`config.mk`:
```
export PLATFORM = sky130hd
export DESIGN_NAME = wb_arb_sched
export DESIGN_NICKNAME = d
export VERILOG_FILES = /design/src/rtl/wb_arb_sched.sv
export SDC_FILE = /design/constraint.sdc
export NUM_CORES = 1
export LEC_CHECK = 0
export BUFFER_PORTS_ARGS = -buffer_cell sky130_fd_sc_hd__buf_2
export CORE_AREA = 2 2 39 41
export CTS_CLUSTER_DIAMETER = 120
export DETAILED_ROUTE_END_ITERATION = 8
export DIE_AREA = 0 0 41 43
export PLACE_DENSITY = 0.48
export SLEW_MARGIN = 5
export SYNTH_ARGS = -nofsm -noshare
export SYNTH_HDL_FRONTEND = slang
export SYNTH_SLANG_ARGS = --single-unit
```
`constraint.sdc`:
```
create_clock -name clk -period 3.1 [get_ports clk]
set_input_delay 0.155 -clock clk [delete_from_list [all_inputs] [get_ports clk]]
set_output_delay 0.155 -clock clk [all_outputs]
set_load 0.02 [all_outputs]
```
`src/rtl/wb_arb_sched.sv`:
```
// wb_arb_sched: registered Wishbone bus arbiter with an optional stall watchdog (WB_ARB_TIMEOUT_EN)
module wb_arb_sched #(
  parameter int    PORTS        = 3,
  parameter string ARB_TYPE     = "PRIORITY",
  parameter string LSB_PRIORITY = "HIGH",
  parameter int    TIMEOUT      = 256,
  parameter int    ENC_W        = (PORTS > 1) ? $clog2(PORTS) : 1
) (
  input  logic             clk,
  input  logic             rst,
  input  logic [PORTS-1:0] request,
  input  logic             stb_i,
  input  logic             term_i,
  output logic [PORTS-1:0] grant,
  output logic             grant_valid,
  output logic [ENC_W-1:0] grant_encoded,
  output logic             tmo_err
);
  localparam bit RR = (ARB_TYPE == "ROUND_ROBIN");
  localparam bit HI = (LSB_PRIORITY == "HIGH");
`ifdef WB_ARB_TIMEOUT_EN
  typedef enum logic [1:0] {IDLE, OWN, TMO} state_t;
  logic [15:0] wd_q, wd_d;
  logic        tmo_q, tmo_d;
`else
  typedef enum logic {IDLE, OWN} state_t;
  logic unused_in;
`endif
  state_t           state_q, state_d;
  logic [PORTS-1:0] grant_q, grant_d;
  logic             valid_q, valid_d;
  logic [ENC_W-1:0] enc_q, enc_d, ptr_q, ptr_d, win;
  logic             hit;
  int               start, idx, nxt;
  // Pick the winner: scan from the start point in the preferred direction, nearest hit wins
  always_comb begin
    win = '0;
    hit = 1'b0;
    idx = 0;
    start = RR ? int'(ptr_q) : (HI ? 0 : PORTS - 1);
    for (int k = PORTS - 1; k >= 0; k--) begin
      idx = HI ? (start + k) % PORTS : (start - k + PORTS) % PORTS;
      if (request[idx]) begin
        win = ENC_W'(idx);
        hit = 1'b1;
      end
    end
  end
  // Next-state logic: grant in IDLE, hold until the owner drops CYC, optional watchdog abort
  always_comb begin
    state_d = state_q;
    grant_d = grant_q;
    valid_d = valid_q;
    enc_d   = enc_q;
    ptr_d   = ptr_q;
    nxt     = HI ? (int'(enc_q) + 1) % PORTS : (int'(enc_q) - 1 + PORTS) % PORTS;
`ifdef WB_ARB_TIMEOUT_EN
    wd_d    = '0;
    tmo_d   = 1'b0;
`endif
    if (state_q == IDLE) begin
      if (hit) begin
        state_d = OWN;
        grant_d = PORTS'(1) << win;
        enc_d   = win;
        valid_d = 1'b1;
      end
    end else if (!request[enc_q]) begin
      state_d = IDLE;
      grant_d = '0;
      enc_d   = '0;
      valid_d = 1'b0;
      ptr_d   = RR ? ENC_W'(nxt) : '0;
    end
`ifdef WB_ARB_TIMEOUT_EN
    else if (state_q == OWN && stb_i && !term_i) begin
      if (wd_q == 16'(TIMEOUT - 1)) begin
        tmo_d   = 1'b1;
        valid_d = 1'b0;
        state_d = TMO;
      end else begin
        wd_d = wd_q + 16'd1;
      end
    end
`endif
  end
  // State and output registers
  always_ff @(posedge clk) begin
    if (rst) begin
      state_q <= IDLE;
      grant_q <= '0;
      valid_q <= 1'b0;
      enc_q   <= '0;
      ptr_q   <= '0;
`ifdef WB_ARB_TIMEOUT_EN
      wd_q    <= '0;
      tmo_q   <= 1'b0;
`endif
    end else begin
      state_q <= state_d;
      grant_q <= grant_d;
      valid_q <= valid_d;
      enc_q   <= enc_d;
      ptr_q   <= ptr_d;
`ifdef WB_ARB_TIMEOUT_EN
      wd_q    <= wd_d;
      tmo_q   <= tmo_d;
`endif
    end
  end
  assign grant         = grant_q;
  assign grant_valid   = valid_q;
  assign grant_encoded = enc_q;
`ifdef WB_ARB_TIMEOUT_EN
  assign tmo_err       = tmo_q;
`else
  assign tmo_err       = 1'b0;
  assign unused_in     = ^{stb_i, term_i, TIMEOUT[0]};
`endif
endmodule

```
==> metrics.md, run 1 <==
| Metric | Value |
|---|---|
| Post-cts gate resize count | 0 |
| Avg Cell Area, Syn | 8.00 um2 |
| # IOs | 14 |
| Die Span Y | about 43 um |
| Sequential share of the synthesized area | 0.427 |
| First-pass GRT wire length | between 1000 and 1500 um |
| Vias per inst | about 4.6 |
| Die Wd | between 40 and 50 um |
| Final Hold Fails | 0 |
| Area delta synth->final | 25.6% |
| Worst ir drop on vdd | 0.161 mV |
| Crit path launch type | flip-flop |
| Mux cell area share after synthesis | 0.0305 |
| Crit path capture type | flip-flop |
| Setup violations, final | 0 |
| XOR/XNOR share of the synthesized area | 0 |
| Dpl hpwl | 506 um |
| Cell leakage power | ~0.00017 uW |
| Worst Hold Launch | rst |
| Period utilization | 0.373 |
| Clk Latency, worst-skew pair | 0.25 ns |
| Post-Route WL | approximately 700 um |
| Sink of the worst hold path | grant_encoded[1]$_SDFFE_PP0P_ |
| WL/cell | 10.1 um |
| Final nets | 61 |
| Crit path DAT | 1.28 ns |
| Fin crit period | roughly 1.2 ns |
| CTS tree | built |
| Area of the mapped netlist | 328 um2 |
| Largest net degree at the start of global routing | 9 |
| CTS max path bufs | 2 |
| Most common cell after layout, fill and taps aside | buf_2 |
| Die area | 1760 um2 |
| Vias in the first global route | approximately 270 |
| Status | finished, final reports clean |
| DR pass1 iterations | 4 |
| Layout cell share with drive strength beyond 1 | 0.321 |
| Place WS | a little under 2 ns |
| YS warnings | 0 |
| Num rows | 14 |
| Compound-Gate Fraction of Synth Area | 0.221 |
| Post-synth EDFFs | 0 |
| Initial antenna violation count | 0 |
| Synth Instances | a little over 40 |
| Crit-path max cell delay | 0.40 ns |
| Library cells used by synthesis | 20 |
| DRT antenna net count | 0 |
| R2R cell count | 4 |
| Clock skew | slightly above 0.007 ns |
| Adder-cell share of the synthesized area | 0 |
| Number of diodes | 0 |
| Initial Util | 0.237 |
| R2R setup slack | between 1.5 and 2 ns |
| DRT iter0 DRCs | 3 |
| Vias | between 300 and 400 |
| Most used DFF post-synth | dfxtp_1 |
| Total track usage | 0.0994 |
| Reg2reg start | grant_encoded[0]$_SDFFE_PP0P_ |
| Synth Area in Simple Gates | 0.260 |
| Final WS setup | 1.94 ns |
| CTS Buf Count | 3 |
| Pwr/cell area | between 500 and 600 nW/um2 |
| CTS H-Tree Depth | 1 |
| FF+latch count, synth | 7 |
| Sink Count | 7 |
| Critical path fanouts, max | 5 |
| Gr ovfl total | 0 |
| CTS root buf | clkbuf_4 |
| Drt drc | 0 |
| Fraction of registers with async set or reset after synthesis | 0 |
| Post-DP Area | approximately 390 um2 |
| CTS hold repair buffers | 0 |
| Achievable Freq | 866 MHz |
| Crit-path cells | mux2i_1 > o21ai_2 > o21bai_1 > a21oi_1 |
| Clk pin slew, worst setup/hold paths | around 0.06 ns |
| Max Transition Viols Final | 0 |
| Core area | about 1400 um2 |
| Max Cap Violations | 0 |
| Crit Reg-Reg Endpoint | grant[0]$_SDFFE_PP0P_ |
| IO Port Bufs | 10 |
| Mapped Nets | 48 |
| Slowest cell on the critical path | dfxtp_1 |
| Most frequent cells in the layout | buf_2, a21oi_1, dfxtp_1 |
| TNS Setup | 0 ns |
| RD Place Congestion | roughly 0.68 |
| Largest family of logic cells by synthesized area | simple AND/OR/NAND/NOR gates |
| HP Class | in -> reg |
| RSZ-0062 raised after global routing | no |
| WHS Path Cells | 2 |
| Setup CP Type | reg -> reg |
| Setup Fix Bufs, Post-CTS | 0 |
| Req. time, crit path | 3.23 ns |
| Fin area | just over 400 um2 |
## sequential cells by signal (all words and copies together) (netlist names)
name	cells
state_q	1
grant	3
grant_valid	1
grant_encoded	2
## per-layer routing
metal | global-route usage | vias up | wire length (um)
li1 | - | 168 | -
met1 | 0.129 | 135 | 341
met2 | 0.119 | 11 | 305
met3 | 0.0314 | 2 | 32
met4 | 0.100 | 0 | 15
met5 | 0 | - | 0
## synth_stat cells (2+ instances only)
cell type / number / area, um2
o21ai_1: 2 / 10.0
nor3_2: 2 / 20.0
dfxtp_1: 7 / 140
nand2_1: 5 / 18.8
a21oi_1: 7 / 35.0
nor2_1: 4 / 15.0
## worst max-delay path: cells and delay by family (launching register included)
kind	cells	cell delay, ns
flip-flops	1	0.40
AO/OA/AOI/OAI	3	0.39
multiplexers	1	0.23
## area by class of cell
type / instances / area (um2)
fillers: 150 / 972
well taps: 16 / 20.0
inverters: 1 / 3.75
multi-input cells: 31 / 171
clock buffers: 4 / 26.3
repair buffers: 10 / 50.0
flip-flops and latches: 7 / 140
## per-stage QoR
stage	std cells	utilization	total power, uW	hold slack, ns
global placement	65	0.278	137	0.405
finish	69	0.297	218	0.134
floorplan	41	-	125	0.224
global route	69	0.297	234	0.142
detailed placement	65	0.278	137	0.402
CTS	69	0.297	222	0.127
## power breakdown
group	switching, uW	leakage, uW	internal (uW)
logic	21.7	0.0000983	12.2
registers	5.43	0.0000575	95.5
clock network	34.2	0.0000150	49.2
total	61.3	0.000171	157
## cells by family (layout without fill, tap and decap cells)
kind of cell           count (synthesis)  count (layout)
other                                  1               1
AND/OR/NAND/NOR                       16              16
buffers and inverters                  3              15
AO/OA/AOI/OAI                         13              13
multiplexers                           1               1
flip-flops                             7               7
## worst max path at each step
stage	slack, ns	start	end	depth (start not counted)
3_5_place_dp	1.96	grant_encoded[0]$_SDFFE_PP0P_	grant_valid$_SDFFE_PP0P_	4
3_3_place_gp	1.95	grant_encoded[0]$_SDFFE_PP0P_	grant_valid$_SDFFE_PP0P_	4
5_1_grt	1.89	grant_encoded[0]$_SDFFE_PP0P_	grant[0]$_SDFFE_PP0P_	4
6_report	1.94	grant_encoded[0]$_SDFFE_PP0P_	grant[0]$_SDFFE_PP0P_	4
2_1_floorplan	1.94	grant_encoded[0]$_SDFFE_PP0P_	grant_valid$_SDFFE_PP0P_	4
4_1_cts	1.94	grant_encoded[0]$_SDFFE_PP0P_	grant[0]$_SDFFE_PP0P_	4
Power figures use the tool's default switching activity.
==> run 2: changes to the inputs <==
--- a/config.mk
+++ b/config.mk
@@ -10,7 +10,7 @@
 export CTS_CLUSTER_DIAMETER = 120
 export DETAILED_ROUTE_END_ITERATION = 8
 export DIE_AREA = 0 0 41 43
-export PLACE_DENSITY = 0.48
+export PLACE_DENSITY = 0.49
 export SLEW_MARGIN = 5
 export SYNTH_ARGS = -nofsm -noshare
 export SYNTH_HDL_FRONTEND = slang
==> constraint.sdc (replaced) <==
create_clock -name clk -period 0.96 [get_ports clk]
set_input_delay 0.048 -clock clk [delete_from_list [all_inputs] [get_ports clk]]
set_output_delay 0.048 -clock clk [all_outputs]
set_load 0.02 [all_outputs]
==> run 2 against run 1 <==
Sequential cell count unchanged. Critical endpoint is now grant[2]$_SDFFE_PP0P_. Wire length up 6.2%. Count of clock-buffer cells in the layout unchanged. The run now ends with negative setup slack left.
==> metrics.md, run 2 (synthesis gave the netlist of run 1 again) <==
| Metric | Value |
|---|---|
| Status | complete, but fails checks |
| Failing checks | negative setup slack |
| Vias in the first global route | 265 |
| CTS Buf Count | 3 |
| Pwr/cell area | 1600 nW/um2 |
| Initial Util | 0.237 |
| Logic pwr share | 0.178 |
| Sink of the worst hold path | grant_encoded[0]$_SDFFE_PP0P_ |
| HP Class | in -> reg |
| CTS max path bufs | 2 |
| Worst ir drop on vdd | 0.574 mV |
| Setup CP Type | reg -> reg |
| Total track usage | 0.0936 |
| Final nets | 64 |
| CTS tree | built |
| Crit path launch type | flip-flop |
| Die Span Y | 43 um |
| R2R cell count | 4 |
| Sink Count | 7 |
| Reg2reg start | grant_encoded[0]$_SDFFE_PP0P_ |
| # IOs | 14 |
| Util after Layout | 0.325 |
| Worst Hold Launch | rst |
| Drt drc | 0 |
| RD Place Congestion | ~0.71 |
| P_sw | between 200 and 250 uW |
| Layout cell share with drive strength beyond 1 | 0.446 |
| IO Port Bufs | 10 |
| Die area | 1760 um2 |
| Number of diodes | 0 |
| RSZ-0062 raised after global routing | yes |
| Gr ovfl total | 0 |
| WL/cell | roughly 10 um |
| Max FFs per register | 3 |
| Flop pwr share | 0.451 |
| Max Cap Violations | 0 |
| DR pass1 iterations | 4 |
| Vias | around 330 |
| R2R setup slack | -0.08 ns |
| Clock skew | approximately 0.0014 ns |
| Most common cell after layout, fill and taps aside | buf_2 |
| Part of the power in the clock network | 0.371 |
| Final Hold Fails | 0 |
| Num rows | 14 |
| Die Wd | around 41 um |
| Crit-path cells | mux2i_1 > o21ai_2 > a21oi_1 > nor3_2 |
| Place WS | -0.113 ns |
| Max Transition Viols Final | 0 |
| Clk Latency, worst-skew pair | ~0.25 ns |
| Gate family responsible for the most delay along the worst path | flip-flops |
| Critical path fanouts, max | 3 |
| Number of cells on the critical path | 4 |
| Period utilization | 1.08 |
| First-pass GRT wire length | 1080 um |
| Core area | roughly 1400 um2 |
| DRT antenna net count | 0 |
| Crit Reg-Reg Endpoint | grant[2]$_SDFFE_PP0P_ |
| Post-Route WL | 737 um |
| Crit path DAT | approximately 1.2 ns |
| Initial antenna violation count | 0 |
| Slowest cell on the critical path | dfxtp_4 |
| Fin crit period | around 1.0 ns |
| Clk pin slew, worst setup/hold paths | about 0.050 ns |
| Crit-path max cell delay | ~0.34 ns |
| WHS Path Cells | 2 |
| Most frequent cells in the layout | buf_2, a21oi_1, nand2_1 |
| Sw frac | 0.279 |
| Vias per inst | 4.56 |
| DRT iter0 DRCs | 12 |
| Bufs and invs on worst path | 0 |
| Cell leakage power | ~0.00019 uW |
| Req. time, crit path | about 1.1 ns |
| Setup violations, final | 5 |
| Crit path capture type | flip-flop |
| Area delta synth->final | 37.0% |
| CTS H-Tree Depth | 1 |
| Dpl hpwl | approximately 520 um |
| Achievable Freq | just under 1000 MHz |
| Internal Pwr Total | a little over 500 uW |
| Largest net degree at the start of global routing | 8 |
| Final WS setup | -0.0766 ns |
| CTS root buf | clkbuf_4 |
==> run 2: worst max-delay path by stage <==
stage / from / slack [ns] / to
after global routing: grant_encoded[0]$_SDFFE_PP0P_ / -0.14 / grant[2]$_SDFFE_PP0P_
after global placement: grant_encoded[0]$_SDFFE_PP0P_ / -0.1 / grant_valid$_SDFFE_PP0P_
after CTS: grant_encoded[0]$_SDFFE_PP0P_ / -0.08 / grant[0]$_SDFFE_PP0P_
final: grant_encoded[0]$_SDFFE_PP0P_ / -0.08 / grant[2]$_SDFFE_PP0P_
after floorplan: grant_encoded[0]$_SDFFE_PP0P_ / -0.08 / grant_valid$_SDFFE_PP0P_
after detailed placement: grant_encoded[0]$_SDFFE_PP0P_ / -0.11 / grant[0]$_SDFFE_PP0P_
==> run 2: power groups by stage <==
| stage | sequential, uW | combinational (uW) | clock, uW |
|---|---|---|---|
| floorplan | 339 | 64.2 | 0 |
| global placement | 331 | 122 | 0 |
| detailed placement | 330 | 121 | 0 |
| CTS | 324 | 126 | 280 |
| global route | 327 | 144 | 290 |
| finish | 325 | 128 | 267 |
==> run 2: timing repair <==
action,4_1_cts,5_1_grt
hold buffers,0,0
resized for setup,1,2
setup endpoints to repair,7,7
pin swaps,2,0
buffers inserted,1,0
==> run 2: per-layer routing <==
layer	GRT usage	wire, um
met5	0	0
met2	0.100	356
met3	0.0157	31
met4	0.100	12
met1	0.139	336
==> run 2: final cells by class <==
class                   count  area (um2)
fillers                   160         935
multi-input cells          31         180
flip-flops and latches      7         146
repair buffers             13        72.6
clock buffers               4        26.3
well taps                  16        20.0
inverters                   1        3.75
==> run 2: worst register-to-register path, delay by kind of cell (launching register included) <==
kind             cells  cell delay, ns
AND/OR/NAND/NOR      1            0.06
multiplexers         1            0.23
flip-flops           1            0.34
AO/OA/AOI/OAI        2            0.30
==> run 2: stage by stage <==
step	cells	total power, uW	hold WS, ns	setup TNS, ns	area [um2]
final	72	720	0.0165	-0.229	449
after global routing	72	761	0.0243	-0.632	449
after CTS	72	730	0.0140	-0.325	444
after detailed placement	67	451	0.278	-0.410	405
after global placement	67	453	0.274	-0.485	405
after floorplan	41	403	0.107	-0.271	333
